**config.mk**
```make
export PLATFORM = sky130hd
export DESIGN_NAME = mux_stream_n1
export DESIGN_NICKNAME = d
export VERILOG_FILES = /design/src/rtl/mux_stream_n1.sv
export SDC_FILE = /design/constraint.sdc
export NUM_CORES = 1
export LEC_CHECK = 0
export ABC_AREA = 1
export BUFFER_PORTS_ARGS = -buffer_cell sky130_fd_sc_hd__buf_2
export CORE_MARGIN = 5
export CORE_UTILIZATION = 34
export DETAILED_ROUTE_END_ITERATION = 10
export GPL_TIMING_DRIVEN = 0
export HOLD_SLACK_MARGIN = 0.03
export PLACE_DENSITY = 0.76
export SKIP_LAST_GASP = 1
export SYNTH_ARGS = -nofsm -noshare
export SYNTH_HDL_FRONTEND = slang
export SYNTH_SLANG_ARGS = --single-unit
```
**constraint.sdc**
```tcl
create_clock -name inClk -period 1.2 [get_ports inClk]
set_input_delay 0.24 -clock inClk [delete_from_list [all_inputs] [get_ports inClk]]
set_output_delay 0.24 -clock inClk [all_outputs]
set_load 0.01 [all_outputs]
```
**src/rtl/mux_stream_n1.sv**
```systemverilog
// mux_stream_n1 -- parametrised N:1 streaming multiplexer with a one-entry
// registered output stage and valid/ready handshake on every channel.
//
// Optional feature macro: MUX_STREAM_RR_EN
//   defined   : round-robin arbiter and pointer are built; inMode selects
//               fixed-select (0) or round-robin (1) channel choice.
//   undefined : fixed-select only; inMode is ignored.
//
// Ports:
//   inClk      clock, rising edge
//   inRst      asynchronous active-high reset
//   inData     NB_CH*WIDTH packed channel data, channel k at [k*WIDTH +: WIDTH]
//   inValid    per-channel valid
//   outReady   per-channel ready (only the active channel can be high)
//   inSel      requested channel for fixed mode
//   inSelLoad  load inSel into the select register (out-of-range ignored)
//   inMode     0 = fixed select, 1 = round-robin (RR builds only)
//   outData    registered output word
//   outValid   outData valid
//   inReady    downstream ready
//   outSel     channel index of the word held in outData
module mux_stream_n1 #(
    parameter  int NB_CH = 4,
    parameter  int WIDTH = 4,
    localparam int SEL_W = $clog2(NB_CH)
) (
    input  logic                   inClk,
    input  logic                   inRst,
    input  logic [NB_CH*WIDTH-1:0] inData,
    input  logic [NB_CH-1:0]       inValid,
    output logic [NB_CH-1:0]       outReady,
    input  logic [SEL_W-1:0]       inSel,
    input  logic                   inSelLoad,
    input  logic                   inMode,
    output logic [WIDTH-1:0]       outData,
    output logic                   outValid,
    input  logic                   inReady,
    output logic [SEL_W-1:0]       outSel
);

    localparam int unsigned    NB     = NB_CH;
    localparam logic [SEL_W:0] NB_LIM = (SEL_W+1)'(NB_CH);

    logic [SEL_W-1:0] sel_q;
    logic [SEL_W-1:0] active;
    logic [WIDTH-1:0] data_sel;
    logic             acc;
    logic             xfer;
    logic             sel_ok;

    assign acc    = !outValid || inReady;
    assign sel_ok = {1'b0, inSel} < NB_LIM;

`ifdef MUX_STREAM_RR_EN
    logic [SEL_W-1:0] ptr_q;
    logic [SEL_W-1:0] grant;
    logic             found;
    int unsigned      idx;

    // Cyclic search starting just after the last granted channel; with no
    // valid channel the grant parks on ptr+1 so ready is still offered there.
    always_comb begin
        found = 1'b0;
        idx   = 0;
        grant = SEL_W'((32'(ptr_q) + 32'd1) % NB);
        for (int unsigned i = 1; i <= NB; i++) begin
            idx = (32'(ptr_q) + i) % NB;
            if (!found && inValid[idx[SEL_W-1:0]]) begin
                grant = idx[SEL_W-1:0];
                found = 1'b1;
            end
        end
    end

    assign active = inMode ? grant : sel_q;

    always_ff @(posedge inClk or posedge inRst) begin
        if (inRst) begin
            ptr_q <= SEL_W'(NB_CH - 1);
        end else if (xfer && inMode) begin
            ptr_q <= active;
        end
    end
`else
    logic unused_mode;
    assign unused_mode = inMode;
    assign active      = sel_q;
`endif

    always_comb begin
        outReady = '0;
        data_sel = '0;
        for (int unsigned k = 0; k < NB; k++) begin
            if (active == SEL_W'(k)) begin
                outReady[k] = acc && !inRst;
                data_sel    = inData[k*WIDTH +: WIDTH];
            end
        end
    end

    assign xfer = |(outReady & inValid);

    always_ff @(posedge inClk or posedge inRst) begin
        if (inRst) begin
            outData  <= '0;
            outValid <= 1'b0;
            outSel   <= '0;
        end else if (acc) begin
            if (xfer) begin
                outData  <= data_sel;
                outSel   <= active;
                outValid <= 1'b1;
            end else begin
                outValid <= 1'b0;
            end
        end
    end

    // A load in the same cycle as a transfer only affects the next cycle,
    // because active is taken from the register value before this edge.
    always_ff @(posedge inClk or posedge inRst) begin
        if (inRst) begin
            sel_q <= '0;
        end else if (inSelLoad && sel_ok) begin
            sel_q <= inSel;
        end
    end

endmodule

```
==> results.sh <==
export IMPL_status="finished with violations"
export IMPL_violations="negative setup slack"
export IMPL_cts_made_buffers=3
export IMPL_fillerInstances=132
export IMPL_cp_required_ns=0.96
export IMPL_ys_seq_area_frac=0.428
export IMPL_synth_main_ff_cell="dfrtp_1"
export IMPL_cts_max_level=1
export IMPL_timing_hold_ws_ns=0.169
export IMPL_min_path_cells=2
export IMPL_hpwl_mm=1.32
export IMPL_crit_chain="a21oi_2 -> inv_2 -> nor3_2 -> buf_2"
export IMPL_final_period_utilization=1.23
export IMPL_cts_root_buf="clkbuf_4"
export IMPL_synth_edff_count=0
export IMPL_relSlewSlack=0.709
export IMPL_via_per_inst=4.84
export IMPL_critPathLaunchType="register"
export IMPL_max_stage_delay_ns=0.40
export IMPL_ys_ff_latch=9
export IMPL_fin_ws_ns=-0.275
export IMPL_start_util=0.354
export IMPL_antenna_found_initial=0
export IMPL_synth_nets=102
export IMPL_num_vias=682
export IMPL_drv_slew=0
export IMPL_ys_top_cells_by_count="33 x nand2_1, 9 x dfrtp_1, 6 x nand4_1"
export IMPL_powerDensity_nw_per_um2=1280
export IMPL_worstSkewPairLatency_ns=0.27
export IMPL_track_usage=0.142
export IMPL_crit_path_end_kind="output pin"
export IMPL_clockBufferDepth=2
export IMPL_drive_gt1_frac=0.512
export IMPL_nets=153
export IMPL_reg2reg_depth=7
export IMPL_grt_pass1_wl_mm=2.68
export IMPL_finalHoldViolCount=0
export IMPL_irDropWorstVdd_mv=0.761
export IMPL_io_pins=38
export IMPL_synthCells=75
export IMPL_grt_pass1_vias=653
export IMPL_arrival_ns=1.24
export IMPL_tightestPinTransition_ns=0.435
export IMPL_die_height_um=49.4
export IMPL_area_growth_pct=65.1
export IMPL_power_total_w=0.00111
export IMPL_grt_setup_unrepaired="yes"
export IMPL_synth_area_leaders="dfrtp_1 43%, nand2_1 24%, nand4_1 7.1%"
export IMPL_portBuffers=36
export IMPL_cts_clk_slew_worst_paths_ns=0.07
export IMPL_fin_util=0.584
export IMPL_drc=0
export IMPL_pre_cts_ws_ns=-0.161
export IMPL_gp_congestion=0.746
export IMPL_grt_overflow=0
export IMPL_skew_ns=0.00915
export IMPL_synthesis_area_sq_um=527
export IMPL_finalNonFillerCells=141
export IMPL_drtPass1Iterations=4
export IMPL_async_flop_share=1.00
export IMPL_period_minus_slack_ns=1.48
export IMPL_synth_largest_area_cell="dfrtp_1"
export IMPL_yosysMostFrequentCell="nand2_1"
export IMPL_dieArea_sq_um=2440
export IMPL_yosysUniqueCellTypes=15
export IMPL_yosysWarnings=0
export IMPL_drtIter0Drc=10
export IMPL_place_inst=127
export IMPL_maxCapViolations=0
export IMPL_hp_class="primary input to register"
export IMPL_leakagePower_nw=0.491
export IMPL_coreArea_sq_um=1490
export IMPL_rows=14
export IMPL_synth_top_area_frac=0.428
export IMPL_crit_slowest_cell="dfrtp_1"
export IMPL_wl_per_cell_um=12.6
export IMPL_crit_fanout=4
export IMPL_max_freq_mhz=678
export IMPL_critPathKind="register to output pin"
export IMPL_cts_sinks=9
export IMPL_fp_dieW_um=49.4
export IMPL_synth_avg_cell_area_sq_um=7.02
export IMPL_cts_tree="yes"
export IMPL_detail_route_antenna_nets=0
export IMPL_wirelength_mm=1.78
export IMPL_grt_max_degree=10
export IMPL_setup_viol=11
export IMPL_n_antenna_cell=0
==> report_power, final <==
part	internal [W]	switching, W	total, W	leakage (nW)
Combinational	0.000197	0.000227	0.000424	0.366
Sequential	0.000386	0.0000529	0.000438	0.110
Clock	0.000128	0.000120	0.000248	0.0150
Total	0.000711	0.000400	0.00111	0.491
==> layer usage <==
metal,global-route usage,routed length (um),vias up
li1,-,-,346
met1,0.159,743,305
met2,0.225,845,27
met3,0.0459,153,4
met4,0.0942,32,0
met5,0,0,-
==> worst max-delay path: cells and delay by family, from the launching register on <==
family | cells | cell delay [ns]
AOI/OAI and AO/OA | 1 | 0.20
buffers and inverters | 2 | 0.25
DFF | 1 | 0.40
and+or+nand+nor | 1 | 0.12
==> per-stage QoR <==
step,TNS [ns],area [sq um]
floorplan,-0.0754,529
global placement,-0.886,729
detailed placement,-1.34,729
CTS,-1.84,802
global route,-2.27,870
finish,-1.59,870
==> flip-flops by register name, summed over array words and instances, names as in the netlist <==
register,count
active,2
outData,4
outSel,2
outValid,1
==> cell families (layout without fill, tap and decap cells) <==
| logic type | count (synthesis) | after routing | share of synthesized area |
|---|---|---|---|
| AND/OR/NAND/NOR | 51 | 51 | 0.447 |
| buffers and inverters | 7 | 57 | 0.0499 |
| AO/OA/AOI/OAI | 8 | 8 | 0.0760 |
| flip-flops | 9 | 9 | 0.428 |
==> path summary, 6_finish.rpt <==
check / start / to / slack (ns)
min: inSelLoad / active[0] / 0.17
max: outValid / outReady[2] / -0.28
min reg2reg: outSel[1] / outSel[1] / 0.48
max reg2reg: active[0] / outSel[0] / -0.09
max in group asynchronous: inRst / active[1] / 0.31
min in group asynchronous: inRst / outValid / 0.56
==> placed cells by master, fill, tap and decap left out <==
master,count
nand4_1,6
buf_2,36
o21ai_1,2
nand3_1,2
o21ai_0,5
nor2_4,4
clkbuf_4,3
buf_4,9
nand2_2,1
inv_2,4
inv_1,3
nand2_4,1
clkbuf_1,1
dfrtp_1,7
nand2_1,33
dfrtp_2,2
dlygate4sd3_1,1
nor3_2,3
a21oi_2,1
nor2_1,1
==> area by class of cell <==
class                   instances  area (sq um)  area share
clock buffers                   4          26.3      0.0302
inverters                       7          26.3      0.0302
multi-input cells              59           312       0.358
flip-flops and latches          9           228       0.262
well taps                      16          20.0      0.0230
repair buffers                 46           258       0.296
==> timing repair <==
item / 4_1_cts / 5_1_grt
hold buffers: 1 / 0
endpoints found under the hold margin: 9 / 0
buffers inserted: 2 / 7
setup endpoints to repair: 11 / 11
pin swaps: 1 / 5
gates resized for setup: 7 / 3
(Power assumes the default switching activity.)
